==> src/rtl/sub_halt_ctrl.sv <==
// sub_halt_ctrl: FM-7 main-to-sub halt/cancel handshake; owns $FD05, drives sub HALT and SHALTACn.
module sub_halt_ctrl #(
  parameter int ACK_DELAY = 2,
  parameter int CNT_W = 4
) (
  input  logic       CLKSYS,
  input  logic       RESET,
  input  logic       MWT_FD05,
  input  logic       MRD_FD05,
  input  logic [7:0] MDATA_in,
  input  logic       SUB_BA,
  input  logic       SUB_BS,
  input  logic       SRD_D40A,
  input  logic       SWT_D40A,
  input  logic       SRD_D402,
  output logic       SHALTn,
  output logic       SHALTACn,
  output logic       SCANCEL,
  output logic [7:0] FD05_out
);
  typedef enum logic [1:0] {ST_RUN, ST_REQ, ST_HALTED, ST_RELEASE} state_t;
  state_t state_q, state_d;
  logic hreq_q, hreq_d, busy_q, busy_d, cancel_q, cancel_d;
  logic shaltn_q, shaltn_d, shaltacn_q, shaltacn_d;
  logic [CNT_W-1:0] cnt_q, cnt_d;
  logic ack, unused_in;
  assign unused_in = ^{MRD_FD05, MDATA_in[5:0]};
  assign ack = SUB_BA & SUB_BS;
  // A write in this cycle acts on the FSM immediately, so SHALTn follows the write by one edge.
  always_comb begin
    hreq_d = MWT_FD05 ? MDATA_in[7] : hreq_q;
    cancel_d = (MWT_FD05 & MDATA_in[6]) ? 1'b1 : SRD_D402 ? 1'b0 : cancel_q;
    busy_d = SWT_D40A ? 1'b0 : SRD_D40A ? 1'b1 : busy_q;
    state_d = state_q;
    cnt_d = '0;
    case (state_q)
      ST_RUN: state_d = hreq_d ? ST_REQ : ST_RUN;
      ST_REQ: begin
        cnt_d = !ack ? '0 : (&cnt_q) ? cnt_q : cnt_q + 1'b1;
        state_d = !hreq_d ? ST_RELEASE :
                  (ack && cnt_q == CNT_W'(ACK_DELAY - 1)) ? ST_HALTED : ST_REQ;
      end
      ST_HALTED: state_d = (!hreq_d || !ack) ? ST_RELEASE : ST_HALTED;
      default: state_d = (!SUB_BA && !SUB_BS) ? ST_RUN : ST_RELEASE;
    endcase
    if (state_d != ST_REQ) cnt_d = '0;
    shaltn_d = !(state_d == ST_REQ || state_d == ST_HALTED);
    shaltacn_d = state_d != ST_HALTED;
  end
  always_ff @(posedge CLKSYS or posedge RESET) begin
    if (RESET) begin
      state_q <= ST_RUN;
      hreq_q <= 1'b0;
      cancel_q <= 1'b0;
      busy_q <= 1'b1;
      cnt_q <= '0;
      shaltn_q <= 1'b1;
      shaltacn_q <= 1'b1;
    end else begin
      state_q <= state_d;
      hreq_q <= hreq_d;
      cancel_q <= cancel_d;
      busy_q <= busy_d;
      cnt_q <= cnt_d;
      shaltn_q <= shaltn_d;
      shaltacn_q <= shaltacn_d;
    end
  end
  assign SHALTn = shaltn_q;
  assign SHALTACn = shaltacn_q;
  assign SCANCEL = cancel_q;
  assign FD05_out = {busy_q | ~shaltacn_q, 6'b111111, 1'b0};
endmodule
==> config.mk <==
export PLATFORM = sky130hd
export DESIGN_NAME = sub_halt_ctrl
export DESIGN_NICKNAME = d
export VERILOG_FILES = /design/src/rtl/sub_halt_ctrl.sv
export SDC_FILE = /design/constraint.sdc
export NUM_CORES = 1
export LEC_CHECK = 0
export CORE_MARGIN = 1.5
export CORE_UTILIZATION = 35
export CTS_BUF_LIST = sky130_fd_sc_hd__clkbuf_4 sky130_fd_sc_hd__clkbuf_8 sky130_fd_sc_hd__clkbuf_16
export DETAILED_ROUTE_END_ITERATION = 10
export PLACE_DENSITY = 0.73
export REMOVE_ABC_BUFFERS = 1
export SLEW_MARGIN = 20
export SYNTH_ARGS = -nofsm -noshare
export SYNTH_HDL_FRONTEND = slang
export SYNTH_SLANG_ARGS = --single-unit
==> constraint.sdc <==
create_clock -name CLKSYS -period 2.2 [get_ports CLKSYS]
set_clock_uncertainty 0.1 [all_clocks]
set_input_delay 0.44 -clock CLKSYS [delete_from_list [all_inputs] [get_ports CLKSYS]]
set_output_delay 0.44 -clock CLKSYS [all_outputs]
set_load 0.1 [all_outputs]
== Word level (Yosys, flattened, before mapping) ==
Cells that the tools add are included.

* Bits in read-only memories: 0
* Memories: 0
* Logic and storage cells: 48
* Input bits: 17
* Register bits: 11
* Memory bits (writable): 0
* Output and inout bits: 11
* Bits in latches: 0

* Bitwise gates (word level): 4
* $add $sub $neg: 1
* $mul: 0
* Equal/unequal tests: 8
* Shifts and indexed selects: 0
* Multiplexer cells: 15
* Order comparisons: 0
* Div/mod/pow operators: 0
* Reduce and logical (&&, ||, !) cells: 13

{| class="wikitable"
|+ Operators with widths
! cell !! count
|-
| two-way mux 4 bit || 4
|-
| two-way mux 1 bit || 7
|-
| two-way mux 2 bit || 3
|-
| case mux 2 bit (3 select lines) || 1
|-
| logical NOT 1 bit || 5
|-
| adder 4 x 1 -> 4 bit, second input constant || 1
|-
| == test 2 x 1 -> 1 bit, second input constant || 2
|-
| == test 2 bit, second input constant || 2
|-
| == test 4 x 1 -> 1 bit, second input constant || 1
|-
| != test 4 bit, second input constant || 1
|-
| AND reduction 4 bit || 1
|-
| nonzero test 2 bit || 2
|-
| bitwise AND 1 bit || 2
|-
| logical AND 1 bit || 2
|-
| logical NOT 2 bit || 1
|-
| logical OR 1 bit || 2
|-
| != test 2 x 1 -> 1 bit, second input constant || 1
|-
| != test 2 bit, second input constant || 1
|-
| NOT 1 bit || 1
|-
| OR 1 bit || 1
|}

== Depth between registers and ports, before layout ==
* Depth in word-level cells: 8
* Mapped depth: 8
* Depth with buffers taken out: 8

== Worst setup path after synthesis ==
Ideal clock, no wire load.

* Kind: input to register
* Start point: input MWT_FD05
* End point: register cnt_q[2]
* Cell stages on the path: 8
* Data arrival time: 2.004 ns
* Buffers on the path: 0
* Setup slack: 0.010 ns
* Setup time: 0.086 ns
* Data required time: 2.014 ns
* Cells stage by stage: mux2i_2 -> inv_2 -> and4_4 -> o32ai_1 -> ha_1 -> inv_1 -> or3_1 -> nor3_1

* Cells in the longest elaborated chain, start to end: 7
* Elaborated cells on any way between the ends: 10
* Those cells by class: eq/ne (2); mux (6); reduce/logical (2)

{| class="wikitable"
|+ RTL lines
! item !! RTL line !! source
|-
| start: declaration || 8 || <nowiki>input logic MWT_FD05,</nowiki>
|-
| two-way mux 1 bit * || 31 || <nowiki>hreq_d = MWT_FD05 ? MDATA_in[7] : hreq_q;</nowiki>
|-
| via hreq_d || 23 || <nowiki>logic hreq_q, hreq_d, busy_q, busy_d, cancel_q, cancel_d;</nowiki>
|-
| logical NOT 1 bit || 43 || <nowiki>ST_HALTED: state_d = (!hreq_d || !ack) ? ST_RELEASE : ST_HALTED;</nowiki>
|-
| logical OR 1 bit || 43 ||
|-
| two-way mux 1 bit || 43 ||
|-
| case mux 2 bit (3 select lines) * || 36 || <nowiki>case (state_q)</nowiki>
|-
| via state_d[0] || 22 || <nowiki>state_t state_q, state_d;</nowiki>
|-
| != test 2 x 1 -> 1 bit * || 46 || <nowiki>if (state_d != ST_REQ) cnt_d = '0;</nowiki>
|-
| != test 4 bit (no line) or two-way mux 4 bit (tied branches) || - ||
|-
| end signal: assignment || 64 || <nowiki>cnt_q <= cnt_d;</nowiki>
|-
| end: declaration || 25 || <nowiki>logic [CNT_W-1:0] cnt_q, cnt_d;</nowiki>
|}

Mark *: on every way through the listed nets, which the timed path passes. The rest lies on a longest branch.
A chain may end at the register's enable or synchronous reset.

== Final worst setup path ==
* Start point: input SUB_BA
* End point: register cnt_q[1]

* Cells in the longest elaborated chain, start to end: 7
* Elaborated cells on any way between the ends: 16
* Those cells by class: eq/ne (2); mux (8); bitwise (1); reduce/logical (5)

{| class="wikitable"
|+ RTL lines
! item !! RTL line !! source
|-
| start: declaration || 11 || <nowiki>input logic SUB_BA,</nowiki>
|-
| bitwise AND 1 bit || 28 || <nowiki>assign ack = SUB_BA & SUB_BS;</nowiki>
|-
| logical AND 1 bit or logical NOT 1 bit (tied branches) || 41, 43 ||
|-
| two-way mux 2 bit or logical OR 1 bit (tied branches) || 41, 43 ||
|-
| two-way mux 2 bit or two-way mux 1 bit (tied branches) || 40, 43 ||
|-
| case mux 2 bit (3 select lines) * || 36 ||
|-
| via state_d[0] || 22 ||
|-
| != test 2 x 1 -> 1 bit * || 46 ||
|-
| != test 4 bit (no line) or two-way mux 4 bit (tied branches) || - ||
|}

Marks and branches as above.

==> impl_metrics.yaml <==
drt:
  ant_nets: 0
  drt-total-wl_um: 1380
  drcViolationCount: 0
  drt_iter0_drc: 12
  vias: 532
  drt_first_pass_iters: 4
  wl_per_cell_um: 12.9
  viasPerCell: 4.97
critical_path:
  cp_slowest_cell: "or3_4"
  r2r-start: "hreq_q"
  ff2ff_path_depth: 8
  path_cells: "dlygate4sd2_1 -> and4bb_1 -> and4_4 -> o32ai_4 -> ha_2 -> inv_1 -> or3_4 -> a211oi_2"
  crit_fanout: 4
  worstPathRequired_ps: 2280
  reg2reg_to: "cnt_q[1]"
  startpoint: "SUB_BA"
  crit_end: "cnt_q[1]"
  crit_type: "in2reg"
  ff2ff_setup_slack_ps: 80
  slowest_delay_ps: 420
  crit_path_end_kind: "flop"
  crit_arrival_ps: 2220
  start_kind: "input pin"
cts:
  cts_made_buffers: 3
  h-tree-depth: 1
  path_clk_slew_ps: 70
  cts_hold_buf: 0
  clock_path_buffers: 2
  root_buffer: "clkbuf_4"
  clock_latency_ps: 260
  cts_tree: "done"
  cts_sinks: 11
final_layout:
  drive_gt1_share_pct: 38.5
  num_antenna_cells: 0
  final_nets: 113
  finalCoreUtilization_pct: 59.2
  fin_area_um2: 933
  syn_to_final_growth_pct: 52.2
  fillers: 119
synth:
  ys_warn_count: 0
  synth.distinct_cells: 26
  synth-seq-area-share_pct: 45.5
  netlist_area_um2: 613
  ys_seq_elements: 11
  syn_area_per_cell_um2: 9.73
  synthCells: 63
floorplanning:
  dieHeight_um: 44.9
  io_pins: 28
  num_rows: 14
  core_um2: 1580
  dieArea_um2: 2010
  start_util_pct: 38.9
  die_w_um: 44.9
placement:
  post_dp_cell_area_um2: 840
  dpl_worst_slack_ps: -683
  port_buffers: 13
  dp_hpwl_um: 988
  gp_congestion: 0.864
sta:
  finalSetupViolCount: 0
  drv_slew: 0
  fin_worst_hold_slack_ps: 330
  tns_ps: 0
  rsz0062_at_grt: "false"
  fmax_mhz: 469
  period_needed_ps: 2130
  period_share_pct: 97.0
  hold_viol: 0
  setup_slack_ps: 67.0
pwr:
  peakVddDrop_mv: 0.576
  p_per_area_nw_per_um2: 1060
  p_leak_uw: 0.000446
flow_run:
  cap_violations: 0
grt:
  grt_start_max_net_pins: 12
  grt_usage_pct: 16.0
  grt_pass1_vias: 525
  grt_pass1_wl_um: 2240
  antenna_found_initial: 0
  overflow: 0
min_path:
  worstHoldPathCells: 3
  hp-class: "in2reg"
status:
  outcome: "finished, final reports clean"
## area by class of cell
type	count	area (um2)	area share, %
Multi-Input combinational cell	43	327	35.0
Inverter	7	26.3	2.82
Sequential cell	11	279	29.9
Tap cell	16	20.0	2.14
Timing Repair Buffer	26	251	26.9
Clock buffer	4	30.0	3.22
## how the worst min path moves through the flow
stage / startpoint / slack (ps) / endpoint
after global routing: MWT_FD05 / 340 / SCANCEL
final: MWT_FD05 / 330 / SCANCEL
after detailed placement: busy_q / 400 / busy_q
after CTS: RESET / 360 / state_q[0]
after floorplan: RESET / 190 / SCANCEL
after global placement: busy_q / 390 / busy_q
## cell usage in the layout, fill, tap and decap left out, drive strengths merged
cell           Yosys  routed
a211oi             1       1
a21oi              1       1
a31oi              1       1
and4               1       1
and4bb             1       1
buf                7      17
clkbuf             0       5
clkdlybuf4s15      0       1
clkdlybuf4s50      0       5
conb               2       7
dfrtp              8       8
dfstp              3       3
dlygate4sd2        0       1
dlymetal6s2s       0       1
ha                 4       4
inv                7       7
mux2i              1       1
nand2              3       3
nand2b             2       2
nand3              2       2
nor2               7       7
nor3               3       3
nor3b              1       1
o21a               1       1
o21ai              2       2
o31ai              1       1
o32a               1       1
o32ai              1       1
or3                1       1
xnor2              1       1
## cell usage after synthesis
library cell  number  area share (%)
dfrtp_1            8              33
buf_4              7             8.6
nor2_1             7             4.3
inv_1              6             3.7
ha_1               4             8.2
dfstp_2            3              13
nand2_1            3             1.8
nor3_1             3             2.4
conb_1             2             1.2
nand2b_1           2             2.0
nand3_1            2             1.6
o21ai_0            2             1.6
a211oi_1           1             1.2
a21oi_1            1            0.82
a31oi_1            1             1.0
and4_4             1             1.8
and4bb_1           1             2.0
inv_2              1            0.61
mux2i_2            1             2.2
nor3b_1            1             1.2
o21a_1             1             1.2
o31ai_1            1             1.2
o32a_1             1             1.6
o32ai_1            1             1.4
or3_1              1             1.0
xnor2_1            1             1.4
## worst max-delay path, delay by kind of cell
family	cells	cell delay, ps
simple gates	3	830
fa+ha+maj	1	210
buf+inv	2	290
compound gates	2	440
## sequential cells by signal, indices dropped and copies added, names as in the netlist
signal / flops
busy_q: 1
SHALTn: 1
state_q: 2
SHALTACn: 1
hreq_q: 1
SCANCEL: 1
cnt_q: 4
## timing repair
| action | CTS | global route |
|---|---|---|
| pin swaps | 6 | 3 |
| gates resized for setup | 10 | 6 |
| setup buffers | 1 | 1 |
| endpoints found under the setup margin | 4 | 4 |
| cloned | 0 | 0 |
## stage by stage
stage / total power (uW) / cells
after detailed placement: 795 / 101
after global placement: 783 / 101
after global routing: 1040 / 107
final: 990 / 107
after CTS: 986 / 106
after floorplan: 615 / 61
## where the power goes
group	total, uW	internal, uW	switching [uW]
registers	306	258	48.0
logic	535	197	338
clock network	149	82.4	66.8
## per-layer routing
layer | track usage [%] | routed length [um]
met5 | 0 | 0
met4 | 10.6 | 17
met3 | 3.60 | 77
met2 | 27.5 | 735
met1 | 17.5 | 549
## logic make-up (layout without fill, tap and decap cells)
family                   count (synthesis)  count (layout)  synth area share (%)
buffers and inverters                   14              37                  12.9
AND/OR/NAND/NOR                         21              21                  18.4
other                                    2               7                  1.22
multiplexers                             1               1                  2.24
adder cells (fa/ha/maj)                  4               4                  8.16
AO/OA/AOI/OAI                            9               9                  10.2
flip-flops                              11              11                  45.5
XOR/XNOR                                 1               1                  1.43
No activity file was read; power rests on OpenSTA's default activity.
